===== config.mk =====
export PLATFORM = sky130hd
export DESIGN_NAME = vram_arbiter
export DESIGN_NICKNAME = d
export VERILOG_FILES = /design/src/rtl/vram_arbiter.sv
export SDC_FILE = /design/constraint.sdc
export NUM_CORES = 1
export LEC_CHECK = 0
export ABC_CLOCK_PERIOD_IN_PS = 4600
export BUFFER_PORTS_ARGS = -buffer_cell sky130_fd_sc_hd__buf_4
export CAP_MARGIN = 20
export CORE_MARGIN = 5
export CORE_UTILIZATION = 51
export DETAILED_ROUTE_END_ITERATION = 12
export HOLD_SLACK_MARGIN = 0.1
export PLACE_DENSITY = 0.95
export SKIP_LAST_GASP = 1
export SYNTH_ARGS = -nofsm -noshare
export SYNTH_HDL_FRONTEND = slang
export SYNTH_SLANG_ARGS = --single-unit

===== constraint.sdc =====
create_clock -name clk -period 4.6 [get_ports clk]
set_clock_uncertainty 0.05 [all_clocks]
set_input_delay 0.69 -clock clk [delete_from_list [all_inputs] [get_ports clk]]
set_output_delay 0.69 -clock clk [all_outputs]
set_load 0.05 [all_outputs]

===== src/rtl/vram_arbiter.sv =====
`default_nettype none
// ============================================================================
// Module   : vram_arbiter
// Purpose  : Shares one single-port video RAM between the CPU data port and
//            the scan-out fetcher; video has priority, bounded by a burst limit.
// Revision : 1.0  initial release
// ============================================================================
module vram_arbiter #(
    parameter int ADDR_W    = 13,
    parameter int DATA_W    = 16,
    parameter int VID_BURST = 4
) (
    input  logic              clk,
    input  logic              reset,
    input  logic              cpu_req,
    input  logic              cpu_we,
    input  logic [ADDR_W-1:0] cpu_addr,
    input  logic [DATA_W-1:0] cpu_wdata,
    output logic              cpu_ack,
    output logic [DATA_W-1:0] cpu_rdata,
    input  logic              vid_req,
    input  logic [ADDR_W-1:0] vid_addr,
    output logic              vid_ack,
    output logic [DATA_W-1:0] vid_rdata,
    output logic              mem_en,
    output logic              mem_we,
    output logic [ADDR_W-1:0] mem_addr,
    output logic [DATA_W-1:0] mem_wdata,
    input  logic [DATA_W-1:0] mem_rdata,
    output logic              busy
);

    localparam logic [3:0] c_BURST_MAX = 4'(VID_BURST);

    typedef enum logic [1:0] {
        S_IDLE   = 2'd0,
        S_ACCESS = 2'd1,
        S_RESP   = 2'd2
    } state_t;

    state_t              r_state;
    state_t              w_next;
    logic                r_owner_cpu;
    logic                r_we;
    logic [ADDR_W-1:0]   r_addr;
    logic [DATA_W-1:0]   r_wdata;
    logic [DATA_W-1:0]   r_cpu_rdata;
    logic [DATA_W-1:0]   r_vid_rdata;
    logic [3:0]          r_burst;

    logic                w_any_req;
    logic                w_grant_vid;
    logic                w_cpu_rd_now;
    logic                w_vid_rd_now;

    assign w_any_req   = cpu_req | vid_req;
    // Video wins unless its burst allowance is used up; with no CPU request
    // pending the owner defaults to video.
    assign w_grant_vid = (vid_req & (r_burst < c_BURST_MAX)) | ~cpu_req;

    always_comb begin
        w_next = r_state;
        case (r_state)
            S_IDLE:   if (w_any_req) w_next = S_ACCESS;
            S_ACCESS: w_next = S_RESP;
            S_RESP:   w_next = S_IDLE;
            default:  w_next = S_IDLE;
        endcase
    end

    always_ff @(posedge clk or posedge reset) begin
        if (reset) begin
            r_state     <= S_IDLE;
            r_owner_cpu <= 1'b0;
            r_we        <= 1'b0;
            r_addr      <= '0;
            r_wdata     <= '0;
            r_cpu_rdata <= '0;
            r_vid_rdata <= '0;
            r_burst     <= 4'd0;
        end else begin
            r_state <= w_next;
            if (r_state == S_IDLE) begin
                if (w_any_req) begin
                    r_owner_cpu <= ~w_grant_vid;
                    r_we        <= ~w_grant_vid & cpu_we;
                    r_addr      <= w_grant_vid ? vid_addr : cpu_addr;
                    r_wdata     <= cpu_wdata;
                end
                if (!cpu_req || !w_grant_vid) begin
                    r_burst <= 4'd0;
                end else if (w_any_req) begin
                    r_burst <= (r_burst < c_BURST_MAX) ? r_burst + 4'd1 : c_BURST_MAX;
                end
            end
            if (w_cpu_rd_now) r_cpu_rdata <= mem_rdata;
            if (w_vid_rd_now) r_vid_rdata <= mem_rdata;
        end
    end

    // Read data is presented straight from the RAM during the ack cycle and
    // held in a register afterwards.
    assign w_cpu_rd_now = (r_state == S_RESP) &  r_owner_cpu & ~r_we;
    assign w_vid_rd_now = (r_state == S_RESP) & ~r_owner_cpu;

    assign cpu_ack   = (r_state == S_RESP) &  r_owner_cpu;
    assign vid_ack   = (r_state == S_RESP) & ~r_owner_cpu;
    assign cpu_rdata = w_cpu_rd_now ? mem_rdata : r_cpu_rdata;
    assign vid_rdata = w_vid_rd_now ? mem_rdata : r_vid_rdata;

    assign mem_en    = (r_state == S_ACCESS);
    assign mem_we    = (r_state == S_ACCESS) & r_we;
    assign mem_addr  = r_addr;
    assign mem_wdata = r_wdata;
    assign busy      = (r_state != S_IDLE);

endmodule
`default_nettype wire


# Word-level counts from Yosys, hierarchy flattened
# Index checks and enable logic that the tools add are counted.
# op_classes
magnitude_cmp	1
reduce_logical	8
bitwise_logic	12
eq_ne	3
add_sub_neg	1
n_mux	8
# ops
op	count
two-way mux 16 bit	2
two-way mux 13 bit	1
two-way mux 4 bit	3
AND 1 bit	6
adder 4 x 1 -> 4 bit (second input constant)	1
less-than comparator 4 x 3 -> 1 bit (second input constant)	1
inverter 1 bit	4
case mux 2 bit (2 select lines)	1
AND reduction 2 bit	2
nonzero test 2 bit	2
== test 2 x 1 -> 1 bit (second input constant)	1
== test 2 bit (second input constant)	1
zero test 1 bit	2
zero test 2 bit	1
two-way mux 2 bit	1
!= test 2 bit (second input constant)	1
OR 1 bit	2
logical OR 1 bit	1
# totals
out_inout_bits	66
regBits	69
inputBits	63
elab_cells	41

# Depth between registers and ports, before layout
# depth
word_depth	7
ltp_mapped	7
mapped_depth_nobuf	4

# Least setup slack after synthesis
# Ideal clock, no wire load.
# synth_timing
path_kind	register to output
startpoint	register r_state[0]
endpoint	output cpu_rdata[10]
slack_ns	1.895
arrival_ns	1.965
path_buffers	2
required_ns	3.860
stages_incl_launch_ff	6
cell_sequence	dfrtp_1 > and3b_1 > nor2b_1 > buf_2 > buf_6 > mux2_1
# synth_via
elab_chain_len	4
# synth_rtl
element	line_no	rtl
start: declaration	41	state_t r_state;
start signal: assignment	82	r_state <= w_next;
== test 2 bit	-	
AND 1 bit	-	
via cpu_ack	19	output logic cpu_ack,
AND 1 bit	103	assign w_cpu_rd_now = (r_state == S_RESP) & r_owner_cpu & ~r_we;
two-way mux 16 bit	-	
end: declaration	20	output logic [DATA_W-1:0] cpu_rdata,
# The timed path passes the listed nets, and every way through them passes these cells.

# Worst setup path after layout
# layout_timing
startpoint	register r_state[0]
endpoint	output cpu_rdata[9]
# layout_via
elab_chain_len	4
# layout_rtl
element	line_no
== test 2 bit	103
AND 1 bit (2 in a row)	103
two-way mux 16 bit	-
# No other way between the ends.

==> impl_metrics.ini <==
[route]
routedWlPerCell_um = 17.2
drc = 0
drtAntennaViolNets = 0
drtPass1Iterations = 4
dr.first_iter.drc_count = 45
vias_per_cell = 5.28
finalWirelength_um = 7180
vias = 2205

[clock_network]
insertion_delay_ns = 0.32
clockBufferDepth = 2
clkTransAtPathRegs_ns = 0.07
cts_resized = 0
postCtsSetupRepairBufs = 0
cts_hold_buf = 0
cts.sinks = 69
cts_tree = done
htree_levels = 3
cts_root_buffer = clkbuf_8
cts_buffers = 9

[logic_synthesis]
syn_avg_cell_area_um2 = 13.6
syn_inst = 215
synth_area_leaders = dfrtp_1, mux2_2, mux2_4
syn-num-nets = 279
async_flop_share_pct = 100
syn_area_um2 = 2920
ys_seq_area_share_pct = 59.2
synth_top_area_share_pct = 59.2
yosysTopAreaCell = dfrtp_1
synth_cell_types = 28
synth_edf_count = 0
yosysMostFrequentCell = dfrtp_1
yosys_warnings = 0
ys_seq_elements = 69
synthTopCellsByCount = dfrtp_1, mux2_2, nand3_1, o21ai_0
ys.flop_type = dfrtp_1

[timing]
relSlewSlack_pct = 51.4
finalSetupTns_ns = 0
finalCritPeriodShare_pct = 59.1
fin_crit_ns = 2.72
rsz0062_at_grt = false
hold_viol = 0
max_freq_ghz = 0.368
maxSlewViolCount = 0
worst_pin_slew_ns = 0.727
setup_violations = 0

[die]
ios = 129
start_util_pct = 52.6
die_width_um = 85.6
core_um2 = 5540
dieArea_um2 = 7330
num_rows = 27
dieHeight_um = 85.6

[critical_path]
ff2ff_setup_slack_ns = 2.86
crit_required_ns = 3.86
r2r_end = mem_addr[6]$_DFFE_PP0P_
reg2reg_depth = 5
timing.rr.start = r_state[1]$_DFFE_PP0P_
crit_type = flip-flop to output port
worstPathArrival_ns = 1.98
endpoint_kind = output port
crit_fanout = 16
critPathCapture = cpu_rdata[9]
critPathLaunchType = flip-flop
crit_path_start = r_state[0]$_DFFE_PP0P_

[place]
gp_routability_congestion = 0.787
dp_hpwl_um = 5250
portBuffers = 128
place_area_um2 = 3880

[flow_run]
maxCapViolCount = 0

[global_routing]
grt_usage_pct = 19.9
grt_pass1_wl_um = 11500
grt_pass1_vias = 2325
grt_max_degree = 38
grt-ovfl-total = 0
antenna_found_initial = 0

[cells_and_area]
area_growth_pct = 40.1
drive_gt1_share_pct = 55.8
fin_nets = 405
fin_area_um2 = 4090
antenna_cells = 0

[run_status]
status = completed

[hold_path]
hold_class = input port to async pin
==> final cells by class <==
class,count,area [µm²]
clock buffers,10,138
clock inverters,6,62.6
fillers,383,1460
inverters,3,13.8
multi-input cells,126,1060
flip-flops and latches,69,1730
well taps,72,90.1
repair buffers,132,991
==> sequential cells by signal, summed over array words and instances, names as in the netlist <==
name / cells
mem_addr: 13
mem_wdata: 16
r_burst: 4
r_cpu_rdata: 16
r_owner_cpu: 1
r_state: 2
r_vid_rdata: 16
r_we: 1
==> logic make-up (layout without fill, tap and decap cells) <==
family	after synthesis	in the layout	synth area share, %
DFF	69	69	59.2
muxes	48	48	19.7
and+or+nand+nor	46	46	9.53
adders and majority gates	1	1	0.429
AOI/OAI and AO/OA	31	31	6.74
buffers and inverters	20	151	4.38
==> routing by layer <==
layer | GRT usage (%) | vias up | share of wire, %
met2 | 30.4 | 98 | 47
li1 | - | 1028 | -
met3 | 6.34 | 8 | 8.8
met1 | 26.6 | 1071 | 43
met4 | 7.48 | 0 | 1.0
met5 | 0 | - | 0
==> worst min path at each step <==
stage | from | to | slack (ns)
floorplan | r_state[1]$_DFFE_PP0P_ | r_state[1]$_DFFE_PP0P_ | 0.40
CTS | reset | r_cpu_rdata[0]$_DFF_PP0_ | 0.41
detailed placement | r_cpu_rdata[6]$_DFF_PP0_ | r_cpu_rdata[6]$_DFF_PP0_ | 0.42
global route | r_cpu_rdata[6]$_DFF_PP0_ | r_cpu_rdata[6]$_DFF_PP0_ | 0.45
global placement | r_cpu_rdata[4]$_DFF_PP0_ | r_cpu_rdata[4]$_DFF_PP0_ | 0.42
finish | reset | r_vid_rdata[0]$_DFF_PP0_ | 0.41
==> critical path, stage by stage (launching register included) <==
cell and delay [ns]:
dfrtp_1 0.42, and3b_1 0.23, nor2b_1 0.13, buf_4 0.26, mux2_1 0.40, buf_4 0.21
==> cells in the final DEF (no fill, tap or decap), types with 2 or more instances in the layout <==
| cell | n |
|---|---|
| o21ai_0 | 16 |
| nand3_1 | 16 |
| nor2b_1 | 3 |
| and2_1 | 2 |
| mux2_1 | 10 |
| clkinv_2 | 2 |
| mux2_2 | 29 |
| buf_4 | 132 |
| mux2_4 | 9 |
| o211ai_1 | 13 |
| nand4_1 | 13 |
| dfrtp_1 | 69 |
| nand2_1 | 3 |
| clkinvlp_4 | 3 |
| clkbuf_8 | 10 |
==> through the flow <==
stage,hold slack (ns),worst slack (ns),instances,util (%)
floorplan,0.400,1.90,215,-
global placement,0.419,2.30,402,70.1
detailed placement,0.421,2.22,402,70.1
CTS,0.410,1.84,418,73.7
global route,0.452,1.75,418,73.7
finish,0.410,1.88,418,73.7
Power is left out: the tool's default activity adds up to more than one toggle a clock period on the data nets, which glitch-free logic cannot reach.
